===== src/rtl/servo_cmd_ramp_if.sv =====
// Position command handshake between a command source and the servo slew stage.
interface servo_cmd_ramp_if;
    logic        cmd_valid;
    logic [15:0] cmd_pos;
    logic        cmd_ready;

    modport master (
        output cmd_valid,
        output cmd_pos,
        input  cmd_ready
    );

    modport slave (
        input  cmd_valid,
        input  cmd_pos,
        output cmd_ready
    );
endinterface


===== src/rtl/servo_cmd_ramp.sv =====
// Clamps absolute servo position commands and slews the PWM control word toward them,
// at most STEP counts per PWM frame tick.
module servo_cmd_ramp #(
    parameter int unsigned MAX_POS  = 25000,
    parameter int unsigned STEP     = 1000,
    parameter int unsigned INIT_POS = 12500
) (
    input  logic                   clk,
    input  logic                   rst,
    input  logic                   i_frame_tick,
    servo_cmd_ramp_if.slave        cmd_if,
    output logic [15:0]            o_control,
    output logic                   o_moving,
    output logic                   o_cmd_err
);

    localparam logic [15:0] LP_MAX    = 16'(MAX_POS);
    localparam logic [15:0] LP_INIT   = 16'(INIT_POS);
    localparam logic [15:0] LP_STEP16 = 16'(STEP);
    localparam logic [16:0] LP_STEP17 = 17'(STEP);

    typedef enum logic {StIdle, StRamp} state_t;

    state_t      r_state;
    logic [15:0] r_control;
    logic [15:0] r_target;
    logic        r_moving;
    logic        r_cmd_err;
    logic        r_cmd_ready;

    logic        w_accept;
    logic        w_over;
    logic [15:0] w_clamped;
    logic        w_up;
    logic [16:0] w_dist;
    logic [15:0] w_step_ctrl;
    logic [15:0] w_ctrl_next;
    logic [15:0] w_tgt_next;
    logic        w_ramp_next;

    always_comb begin
        w_accept  = cmd_if.cmd_valid & r_cmd_ready;
        w_over    = cmd_if.cmd_pos > LP_MAX;
        w_clamped = w_over ? LP_MAX : cmd_if.cmd_pos;

        // Distance in 17 bits so the unsigned compare against STEP can never wrap.
        w_up   = r_target >= r_control;
        w_dist = w_up ? ({1'b0, r_target} - {1'b0, r_control})
                      : ({1'b0, r_control} - {1'b0, r_target});

        if (w_dist <= LP_STEP17) begin
            w_step_ctrl = r_target;
        end else if (w_up) begin
            w_step_ctrl = r_control + LP_STEP16;
        end else begin
            w_step_ctrl = r_control - LP_STEP16;
        end

        // The step always uses the target held before this edge.
        w_ctrl_next = ((r_state == StRamp) && i_frame_tick) ? w_step_ctrl : r_control;
        w_tgt_next  = w_accept ? w_clamped : r_target;
        w_ramp_next = w_tgt_next != w_ctrl_next;
    end

    always_ff @(posedge clk) begin
        if (rst) begin
            r_state     <= StIdle;
            r_control   <= LP_INIT;
            r_target    <= LP_INIT;
            r_moving    <= 1'b0;
            r_cmd_err   <= 1'b0;
            r_cmd_ready <= 1'b0;
        end else begin
            r_cmd_ready <= 1'b1;
            r_control   <= w_ctrl_next;
            r_target    <= w_tgt_next;
            r_cmd_err   <= w_accept & w_over;
            r_state     <= w_ramp_next ? StRamp : StIdle;
            r_moving    <= w_ramp_next;
        end
    end

    assign cmd_if.cmd_ready = r_cmd_ready;
    assign o_control        = r_control;
    assign o_moving         = r_moving;
    assign o_cmd_err        = r_cmd_err;

endmodule


===== src/flat_wrapper.sv =====
// flat-port wrapper written by rule: the top's interface ports become plain ports
module servo_cmd_ramp_flat 
#(
    parameter int unsigned MAX_POS  = 25000,
    parameter int unsigned STEP     = 1000,
    parameter int unsigned INIT_POS = 12500
)
  (clk, rst, i_frame_tick, o_control, o_moving, o_cmd_err, cmd_if_cmd_valid, cmd_if_cmd_pos, cmd_if_cmd_ready);
  servo_cmd_ramp_if cmd_if_i ();
  input  logic clk;
  input  logic rst;
  input  logic i_frame_tick;
  output logic [15:0] o_control;
  output logic o_moving;
  output logic o_cmd_err;
  input wire logic [$bits(cmd_if_i.cmd_valid)-1:0] cmd_if_cmd_valid;
  input wire logic [$bits(cmd_if_i.cmd_pos)-1:0] cmd_if_cmd_pos;
  output wire logic [$bits(cmd_if_i.cmd_ready)-1:0] cmd_if_cmd_ready;
  assign cmd_if_i.cmd_valid = cmd_if_cmd_valid;
  assign cmd_if_i.cmd_pos = cmd_if_cmd_pos;
  assign cmd_if_cmd_ready = cmd_if_i.cmd_ready;
  servo_cmd_ramp #(.MAX_POS(MAX_POS), .STEP(STEP), .INIT_POS(INIT_POS)) u_core (.clk(clk), .rst(rst), .i_frame_tick(i_frame_tick), .cmd_if(cmd_if_i), .o_control(o_control), .o_moving(o_moving), .o_cmd_err(o_cmd_err));
endmodule

===== config.mk =====
export PLATFORM = sky130hd
export DESIGN_NAME = servo_cmd_ramp_flat
export DESIGN_NICKNAME = d
export VERILOG_FILES = /design/src/rtl/servo_cmd_ramp_if.sv /design/src/rtl/servo_cmd_ramp.sv /design/src/flat_wrapper.sv
export SDC_FILE = /design/constraint.sdc
export NUM_CORES = 1
export LEC_CHECK = 0
export CELL_PAD_IN_SITES_DETAIL_PLACEMENT = 1
export CELL_PAD_IN_SITES_GLOBAL_PLACEMENT = 2
export CORE_MARGIN = 5
export CORE_UTILIZATION = 37
export CTS_CLUSTER_DIAMETER = 200
export DETAILED_ROUTE_END_ITERATION = 10
export PLACE_DENSITY_LB_ADDON = 0.05
export SLEW_MARGIN = 10
export SYNTH_ARGS = -nofsm -noshare
export SYNTH_HDL_FRONTEND = slang
export SYNTH_SLANG_ARGS = --single-unit

===== constraint.sdc =====
create_clock -name clk -period 13.6 [get_ports clk]
set_clock_uncertainty 0.15 [all_clocks]
set_input_delay 1.36 -clock clk [delete_from_list [all_inputs] [get_ports clk]]
set_output_delay 1.36 -clock clk [all_outputs]
set_load 0.01 [all_outputs]

==> results.yml <==
logic_synthesis:
  ys_async_sr_fraction_pct: 0
  synthFlopType: "dfxtp_1"
  seq_area_frac_synth_pct: 15.05
  synth_top_cell_by_area: "dfxtp_1"
  ys_top_cells_by_area: "dfxtp_1 15%, ha_1 12%, nand2_1 5.2%"
  yosys_warnings: 0
  syn_inst: 656
  synthDistinctLibCells: 75
  syn_area_um2: 4656
  postSynthAreaPerCell_um2: 7.097
  synth_nets: 720
  yosysTopAreaCellShare_pct: 15.05
  yosys_register_bits: 35
  synth-edff-count: 0
floorplan:
  initial_core_util_pct: 37.35
  die_h_um: 122.2
  coreArea_um2: 12470
  fp.dieArea_um2: 14930
  std_cell_rows: 41
  die_x_um: 122.2
  io_pins: 39
sta:
  fin_setup_tns_ns: 0
  hold_viol_final: 0
  setup_viol: 0
  finalCriticalPeriod_ns: 6.463
  worst_pin_slew_ns: 1.104
  rsz0062_at_grt: "no"
  hold_ws_ns: 0.3832
  fmax_mhz: 154.7
  max-slew-margin-rel_pct: 26.18
  period_share_pct: 47.52
  maxSlewViolCount: 0
clock_network:
  ctsLongestPathBuffers: 2
  clkSinkCount: 35
  holdBufCountCts: 0
  htree_levels: 2
  tritoncts: "done"
  post_cts_buffers: 0
  cts_buffers: 5
  path_clk_slew_ns: 0.06
  clk_latency_ns: 0.29
  post_cts_resized: 0
  cts_root_buffer: "clkbuf_16"
power:
  p_comb_share_pct: 75.7
  p_int_mw: 0.5535
  leakagePower_nw: 2.141
  ir_drop_uv: 69.68
  pwr-share-clk_pct: 12.1
  p_sw_mw: 0.6170
  seqPwrFrac_pct: 12.2
  swShare_pct: 52.71
  power_mw: 1.171
  pwr_density_cell_nw_per_um2: 221.1
critical_path:
  cp_num_buf_inv: 2
  cp_top_family: "compound AO/OA/AOI/OAI gates"
  critPathCaptureType: "register"
  worstPathMaxFanout: 14
  slowest_delay_ns: 0.59
  critPathSlowestCell: "ha_1"
  critical_path.startpoint_type: "register"
  worstPathArrival_ns: 6.42
  cp.required_ns: 13.56
  critical_path_class: "register to register"
  cp_cell_sequence: "inv_1 > ha_1 > and3_1 > o21ai_1 > a21oi_2 > o21a_2 > nand2b_1 > inv_2 > fa_1 > a21o_1 > a21oi_1 > o21ai_0 > and3_1 > nor4_1 > o21ai_0 > xnor2_1 > nor2_1 > xnor2_1 > nor3_1 > a211o_1 > nor4_1 > a41oi_1"
drt:
  route.met2.wl_mm: 9.005
  dr.pass1.iters: 4
  finalWirelength_mm: 19.11
  highest_layer: "met4"
  wl_met3_um: 925
  ant_nets: 0
  vias_per_cell: 6.173
  routedWlPerCell_um: 22.69
  drc_errors: 0
  drt-met1-wl_mm: 8.556
  via_count: 5198
  drt_iter0_drc: 340
global_route:
  grt_antenna_before_repair: 0
  grt_pass1_wl_mm: 29.86
  track_usage_pct: 25.99
  grt_pass1_vias: 5312
  grt_max_degree: 34
  overflow: 0
final_layout:
  layout_commonest_cell: "nand2_1"
  n_fill_cell: 1583
  num_antenna_cells: 0
  layout_common_cells: "65 x nand2_1, 51 x nor2_1, 47 x a21oi_1, 44 x inv_1, 43 x ha_1"
  fin_nets: 733
  layout-drive-gt1-share_pct: 4.030
  area_growth_pct: 13.73
run:
  cap_violations: 0
worst_hold_path:
  hp-class: "register to register"
placement:
  port_buffers: 38
  dpl.hpwl_mm: 14.68
  gp_congestion: 0.8828
status:
  outcome: "completed"
-- metal layers --
| metal | vias to the layer above | GRT usage (%) |
|---|---|---|
| met4 | 0 | 10.15 |
| met5 | - | 0 |
| met2 | 145 | 42.99 |
| met3 | 36 | 3.807 |
| li1 | 2449 | - |
| met1 | 2568 | 34.07 |
-- synth_stat cells, drive strengths merged, types with 4 or more instances --
master    n
nand2    65
nor2     52
a21oi    49
inv      45
o21ai    44
ha       43
dfxtp    35
clkbuf   27
nor3     25
xnor2    24
a21o     17
nand3    17
o21a     16
o211ai   15
and3     13
buf      10
mux2i    10
nor4      9
a211oi    8
and2      8
a22oi     7
a31oi     7
nand4     7
o31ai     7
nand2b    6
o21bai    6
o22ai     6
o32ai     5
nor2b     4
o2111ai   4
o221ai    4
xor2      4
-- path summary, 6_finish.rpt --
kind	slack (ns)	end	depth (start not counted)	from
max	7.14	u_core.o_moving	22	u_core.o_control[3]
min	0.38	u_core.o_control[0]	2	u_core.o_control[0]
max reg2reg	7.14	u_core.o_moving	22	u_core.o_control[3]
min reg2reg	0.38	u_core.o_control[0]	2	u_core.o_control[0]
-- stage by stage --
stage / worst slack (ns) / cell area [um^2] / utilization, % / cells
2_1_floorplan: 8.609 / 4656 / - / 656
5_1_grt: 6.624 / 5295 / 42.48 / 842
6_report: 7.137 / 5295 / 42.48 / 842
3_5_place_dp: 7.300 / 5121 / 41.08 / 834
3_3_place_gp: 7.511 / 5121 / 41.08 / 834
4_1_cts: 7.173 / 5295 / 42.48 / 842
-- flip-flops by register name, indices dropped and copies added (netlist names) --
name / count
u_core.o_control: 16
u_core.r_target: 16
u_core.cmd_if.cmd_ready: 1
u_core.o_cmd_err: 1
u_core.o_moving: 1
-- tightest hold or removal path, stage by stage, from the launching register on --
cell and delay, ns:
dfxtp_1 0.36, nand2_1 0.07, a21oi_1 0.05
-- kinds of logic after synthesis --
kind of cell    count (synthesis)  share of synthesized area (%)
compound gates                230                          33.86
xor+xnor                       28                          5.267
fa+ha+maj                      44                          11.99
buf+inv                        82                          7.229
flops                          35                          15.05
mux                            13                          2.876
simple gates                  224                          23.73
-- final cells by class --
class                           instances  area, um^2  share of cell area (%)
Clock buffer                            6       138.9                   2.623
Tap cell                              172       215.2                   4.064
Inverter                               45       168.9                   3.190
Multi-Input combinational cell        539        3618                   68.34
Timing Repair Buffer                   43       417.9                   7.892
Clock inverter                          2       35.03                  0.6616
Sequential cell                        35       700.7                   13.23
-- power by group through the flow --
| stage | Combinational (mW) | Sequential, mW | Clock [mW] |
|---|---|---|---|
| 3_3_place_gp | 0.851 | 0.145 | 0 |
| 3_5_place_dp | 0.864 | 0.145 | 0 |
| 4_1_cts | 0.874 | 0.143 | 0.144 |
| 5_1_grt | 0.966 | 0.146 | 0.147 |
| 2_1_floorplan | 0.642 | 0.140 | 0 |
| 6_report | 0.886 | 0.143 | 0.141 |
(Power assumes the default switching activity.)
